`src/rtl/bldc_pkg.sv`:
```
// bldc_pkg: shared widths, hall code constants, commutation successors and FSM states
package bldc_pkg;
  localparam int VEL_W   = 9;
  localparam int VEL_MAX = 255;
  localparam int HALL_W  = 3;
  localparam logic [HALL_W-1:0] HALL_000 = 3'b000;
  localparam logic [HALL_W-1:0] HALL_111 = 3'b111;
  typedef enum logic {INIT, RUN} state_t;
  // Forward commutation order is 1->3->2->6->4->5->1
  function automatic logic [HALL_W-1:0] hall_next(input logic [HALL_W-1:0] c);
    case (c)
      3'd1: return 3'd3;
      3'd3: return 3'd2;
      3'd2: return 3'd6;
      3'd6: return 3'd4;
      3'd4: return 3'd5;
      3'd5: return 3'd1;
      default: return c;
    endcase
  endfunction
  function automatic logic [HALL_W-1:0] hall_prev(input logic [HALL_W-1:0] c);
    case (c)
      3'd1: return 3'd5;
      3'd5: return 3'd4;
      3'd4: return 3'd6;
      3'd6: return 3'd2;
      3'd2: return 3'd3;
      3'd3: return 3'd1;
      default: return c;
    endcase
  endfunction
endpackage

```
`src/rtl/hall_debounce.sv`:
```
// hall_debounce: synchronises the 3 hall lines and accepts a code once stable.
// Ports: clk, rst_n (async active-low), i_hall raw sensors,
//        o_accepted_code last accepted code, o_accept_pulse one cycle per new acceptance.
module hall_debounce
  import bldc_pkg::*;
#(
  parameter int SYNC_STAGES     = 2,
  parameter int DEBOUNCE_CYCLES = 4
) (
  input  logic              clk,
  input  logic              rst_n,
  input  logic [HALL_W-1:0] i_hall,
  output logic [HALL_W-1:0] o_accepted_code,
  output logic              o_accept_pulse
);
  localparam int CNTW = $clog2(DEBOUNCE_CYCLES + 1);
  localparam logic [CNTW-1:0] DMAX = CNTW'(DEBOUNCE_CYCLES);
  logic [SYNC_STAGES-1:0][HALL_W-1:0] r_sync;
  logic [HALL_W-1:0] r_prev, w_s;
  logic [CNTW-1:0] r_cnt, w_cnt_n;
  logic w_accept;
  assign w_s = r_sync[SYNC_STAGES-1];
  // Counts how many consecutive cycles the synced code has held, saturating at DMAX
  assign w_cnt_n = (w_s != r_prev) ? CNTW'(1) : (r_cnt == DMAX) ? DMAX : r_cnt + 1'b1;
  // Re-accepting the current code would be a spurious event, so only changes fire
  assign w_accept = (w_cnt_n == DMAX) && (w_s != o_accepted_code);
  always_ff @(posedge clk or negedge rst_n) begin
    if (!rst_n) begin
      r_sync          <= '0;
      r_prev          <= '0;
      r_cnt           <= '0;
      o_accepted_code <= '0;
      o_accept_pulse  <= 1'b0;
    end else begin
      r_sync         <= {r_sync[SYNC_STAGES-2:0], i_hall};
      r_prev         <= w_s;
      r_cnt          <= w_cnt_n;
      o_accept_pulse <= w_accept;
      if (w_accept) o_accepted_code <= w_s;
    end
  end
endmodule

```
`src/rtl/hall_velocity_meter.sv`:
```
// hall_velocity_meter: decodes hall steps and publishes a signed step count per window.
// Ports: clk, rst_n (async active-low), i_hall raw sensors {C,B,A},
//        o_current_vel signed steps per window, o_vel_valid one-cycle update strobe,
//        o_dir last step direction (1 = forward), o_hall_fault fault seen in published window.
// Build option: define VEL_AVG_EN to publish the average of the last two window counts.
module hall_velocity_meter
  import bldc_pkg::*;
#(
  parameter int WINDOW_CYCLES   = 50000,
  parameter int SYNC_STAGES     = 2,
  parameter int DEBOUNCE_CYCLES = 4
) (
  input  logic                    clk,
  input  logic                    rst_n,
  input  logic [HALL_W-1:0]       i_hall,
  output logic signed [VEL_W-1:0] o_current_vel,
  output logic                    o_vel_valid,
  output logic                    o_dir,
  output logic                    o_hall_fault
);
  localparam int CW = $clog2(WINDOW_CYCLES);
  localparam logic signed [VEL_W-1:0] VMAX = VEL_W'(VEL_MAX);
  localparam logic signed [VEL_W-1:0] VMIN = -VMAX;
  logic [CW-1:0] r_win;
  state_t r_state;
  logic [HALL_W-1:0] r_last, w_code;
  logic signed [VEL_W-1:0] r_acc, w_acc_n, w_pub;
  logic r_fault, w_accept, w_legal, w_run_acc, w_fwd, w_rev, w_fault_ev, w_term;
  hall_debounce #(.SYNC_STAGES(SYNC_STAGES), .DEBOUNCE_CYCLES(DEBOUNCE_CYCLES)) u_deb (
    .clk(clk), .rst_n(rst_n), .i_hall(i_hall),
    .o_accepted_code(w_code), .o_accept_pulse(w_accept)
  );
  assign w_term     = r_win == CW'(WINDOW_CYCLES - 1);
  assign w_legal    = (w_code != HALL_000) && (w_code != HALL_111);
  assign w_run_acc  = w_accept && w_legal && (r_state == RUN);
  assign w_fwd      = w_run_acc && (w_code == hall_next(r_last));
  assign w_rev      = w_run_acc && (w_code == hall_prev(r_last));
  // A repeat of the last code (e.g. returning after an illegal code) is neither a step nor a fault
  assign w_fault_ev = w_accept && (!w_legal || (w_run_acc && w_code != r_last && !w_fwd && !w_rev));
  assign w_acc_n    = (w_fwd && r_acc != VMAX) ? r_acc + VEL_W'(1) :
                      (w_rev && r_acc != VMIN) ? r_acc - VEL_W'(1) : r_acc;
`ifdef VEL_AVG_EN
  logic signed [VEL_W-1:0] r_prev_acc;
  logic signed [VEL_W:0] w_sum;
  assign w_sum = {w_acc_n[VEL_W-1], w_acc_n} + {r_prev_acc[VEL_W-1], r_prev_acc};
  assign w_pub = w_sum[VEL_W:1];
  always_ff @(posedge clk or negedge rst_n) begin
    if (!rst_n) r_prev_acc <= '0;
    else if (w_term) r_prev_acc <= w_acc_n;
  end
`else
  assign w_pub = w_acc_n;
`endif
  always_ff @(posedge clk or negedge rst_n) begin
    if (!rst_n) begin
      r_win         <= '0;
      r_state       <= INIT;
      r_last        <= '0;
      r_acc         <= '0;
      r_fault       <= 1'b0;
      o_current_vel <= '0;
      o_vel_valid   <= 1'b0;
      o_dir         <= 1'b0;
      o_hall_fault  <= 1'b0;
    end else begin
      r_win       <= w_term ? '0 : r_win + 1'b1;
      o_vel_valid <= w_term;
      if (w_accept && w_legal) begin
        r_last  <= w_code;
        r_state <= RUN;
      end
      if (w_fwd) o_dir <= 1'b1;
      else if (w_rev) o_dir <= 1'b0;
      if (w_term) begin
        o_current_vel <= w_pub;
        o_hall_fault  <= r_fault | w_fault_ev;
        r_acc         <= '0;
        r_fault       <= 1'b0;
      end else begin
        r_acc   <= w_acc_n;
        r_fault <= r_fault | w_fault_ev;
      end
    end
  end
endmodule

```
`config.mk`:
```
export PLATFORM = sky130hd
export DESIGN_NAME = hall_velocity_meter
export DESIGN_NICKNAME = d
export VERILOG_FILES = /design/src/rtl/bldc_pkg.sv /design/src/rtl/hall_debounce.sv /design/src/rtl/hall_velocity_meter.sv
export SDC_FILE = /design/constraint.sdc
export NUM_CORES = 1
export LEC_CHECK = 0
export CORE_AREA = 2 2 82 84
export CTS_CLUSTER_SIZE = 20
export DETAILED_ROUTE_END_ITERATION = 6
export DIE_AREA = 0 0 84 86
export PLACE_DENSITY = 0.67
export SETUP_SLACK_MARGIN = 0.5
export SYNTH_ARGS = -nofsm -noshare
export SYNTH_HDL_FRONTEND = slang
export SYNTH_SLANG_ARGS = --single-unit
```
`constraint.sdc`:
```
create_clock -name clk -period 2.9 [get_ports clk]
set_input_delay 0.435 -clock clk [delete_from_list [all_inputs] [get_ports clk]]
set_output_delay 0.435 -clock clk [all_outputs]
set_load 0.005 [all_outputs]
```
==> metrics <==
hold_buf cts 0; Fin. Hold Viols 0; DR iter-0 viols 214; post-route setup TNS 0 ns; Synth Cell Area 0.00307 mm^2; Die H 86 um; vias in the first global route 2086; Max Fclk 445 MHz; synthesis-stage register bit count 58; ys flop type dfrtp_1; reg2reg setup slack 0.65 ns; most frequent cell after synthesis dfrtp_1; RSZ-0062 raised after global routing false; largest family of logic cells by synthesized area simple AND/OR/NAND/NOR gates; CTS Sinks 58; Area contributors post-synth dfrtp_1 47%, xor2_1 4.9%, nand2_1 3.8%, ha_1 2.9%, nor2_1 2.8%; Leak 1.49 nW; routability congestion estimate from global placement 0.834; Critical path origin r_acc[4]; Met2 Routed Length 2.49 mm; Hold Path Class input pin to async pin; largest net degree at the start of global routing 40; Pins Over Slew Limit 0; Final Power 1.69 mW; Critical Path Fanout Max 6; row cnt 29; GRT Total Usage 17.1%; final setup violating endpoints 0; top routing layer used met4; Die X 84 um; area occupied by multi-input gates 0.00147 mm^2; initial antenna violation count 0; Async SR Flop Fraction 100%; DR WL/cell 13.9 um; Post-Synth XOR/XNOR Area 6.86%; Setup Skew 0.00521 ns; nets 325; Period minus WS final 2.25 ns; compound-cell area share of the yosys netlist 12.9%; Cell variety after synth 62; DRC Markers 0; most frequent cells after synthesis 58 x dfrtp_1, 31 x nand2_1, 23 x nor2_1, 17 x xor2_1, 14 x inv_1; # port buffers 16; first-pass GRT wire length 9.82 mm; CTS root buffer clkbuf_8; antenna viol nets, final 0; grt ovf 0; register area 0.00145 mm^2; Reg clk slew, reported paths 0.07 ns; yosys synthesis warning count 0; Worst Path Required 3.10 ns; WP data arrival 2.45 ns; Vias/cell 5.48; crit share post-route 77.5%; Cells after Synth 297; worst vdd ir 0.314 mV; EDFF count, synth 0; cell taking the most area after synthesis dfrtp_1; Reg2Reg Depth 9; slew margin rel. 61.2%; H-tree lvl count 3; Area growth syn-to-layout 11.9%; worst-skew pair later-pin latency 0.33 ns; FF-to-FF Start r_acc[4]; synthesized net count 309; M1 wire length 2.71 mm; ant diodes 0; post-synthesis sequential area ratio 47.3%; die area 0.00722 mm^2; layout cells sized above 1 16.1%; Synth Area in Simple Gates 22.7%; status finished clean; WL final 5.50 mm; syn_area_per_cell 10.3 um^2; HPWL Detailed 3.78 mm; max-cap violations 0; Initial DRT Pass Iterations 4; Pwr per Cell Area 493 mW/mm^2; CP startpoint kind flop; via count 2160; CTS Buf Count 9; Initial Util 48.8%; I/O Pins 17; mux cell area share after synthesis 2.24%; share of the synthesized area in the top cell type 47.3%; CORE AREA 0.00628 mm^2; slew of the pin with the lowest slew margin 0.582 ns; CTS tree yes; CP Class flop to flop; CP Capture Type flop; FILL cells 558; Adder-Cell Fraction of Synth Area 2.86%; worst-case clock buffer depth 2; metal3 WL 222 um
-- worst max-delay path, cell delays in order (launching register included) --
cell and delay (ns):
dfrtp_1 0.46, and3_1 0.24, and3_1 0.19, and3_1 0.18, ha_1 0.23, nand2b_1 0.20
a211oi_2 0.23, a31oi_1 0.08, xor2_1 0.21, o21ai_0 0.11
-- timing repair --
item	4_1_cts	5_1_grt
setup endpoints to repair	0	3
buffers inserted	0	0
gates resized for setup	0	2
-- placed cells by master, fill, tap and decap left out, types with 4 or more instances in the layout --
master | netlist | layout
and2_1 | 5 | 5
dfrtp_1 | 58 | 58
nor3_1 | 11 | 10
nor2_1 | 23 | 23
inv_1 | 14 | 14
a21oi_1 | 5 | 5
xor2_1 | 17 | 17
nand2_1 | 31 | 31
nand3_1 | 11 | 11
nor3_2 | 3 | 4
clkbuf_8 | 0 | 9
and3_1 | 6 | 6
xnor2_1 | 7 | 7
clkdlybuf4s50_1 | 0 | 15
ha_1 | 7 | 7
o21ai_0 | 9 | 9
o22ai_1 | 4 | 4
nand2b_1 | 4 | 4
a31oi_1 | 5 | 5
-- layout make-up --
| class | instances | share of cell area (%) |
|---|---|---|
| clock buffer | 10 | 3.72 |
| clock inverter | 5 | 1.64 |
| inverter | 14 | 1.53 |
| multi-input combinational | 211 | 42.8 |
| sequential | 58 | 42.3 |
| tap | 77 | 2.81 |
| timing repair buffer | 19 | 5.18 |
-- through the flow --
stage | instance area (um^2) | util, % | setup WS (ns) | hold slack [ns] | std cells
after floorplan | 3070 | - | 0.929 | 0.139 | 297
after global placement | 3240 | 51.5 | 0.675 | 0.332 | 379
after detailed placement | 3240 | 51.5 | 0.670 | 0.337 | 379
after CTS | 3420 | 54.5 | 0.628 | 0.0345 | 394
after global routing | 3430 | 54.6 | 0.522 | 0.0505 | 394
final | 3430 | 54.6 | 0.652 | 0.0376 | 394
-- layer usage --
metal / vias up / GRT usage [%]
li1: 1078 / -
met1: 1032 / 23.5
met2: 42 / 25.9
met3: 8 / 3.85
met4: 0 / 8.21
met5: - / 0
-- registers in the layout, indices dropped and copies added (netlist names) --
name	flops
o_dir	1
u_deb.w_s	3
u_deb.r_prev	3
o_vel_valid	1
r_acc	9
u_deb.r_sync	3
o_current_vel	9
o_hall_fault	1
u_deb.o_accepted_code	3
r_fault	1
u_deb.o_accept_pulse	1
r_last	3
r_state	1
r_win	16
u_deb.r_cnt	3
-- worst paths after layout --
check | endpoint
worst min-delay path | u_deb.r_sync[1]
worst max register to register | o_current_vel[2]
min in group clk | u_deb.w_s[1]
worst min register to register | u_deb.w_s[1]
max in group asynchronous | o_current_vel[5]
worst max-delay path | o_current_vel[2]
-- where the power goes --
part,internal [mW],switching (mW)
Combinational,0.0565,0.0689
Sequential,0.826,0.0324
Clock,0.390,0.316
-- logic make-up after synthesis --
group / Yosys count
simple gates: 121
flops: 58
compound gates: 53
buf+inv: 28
xor+xnor: 24
fa+ha+maj: 7
mux: 6
Power figures use the tool's default switching activity.
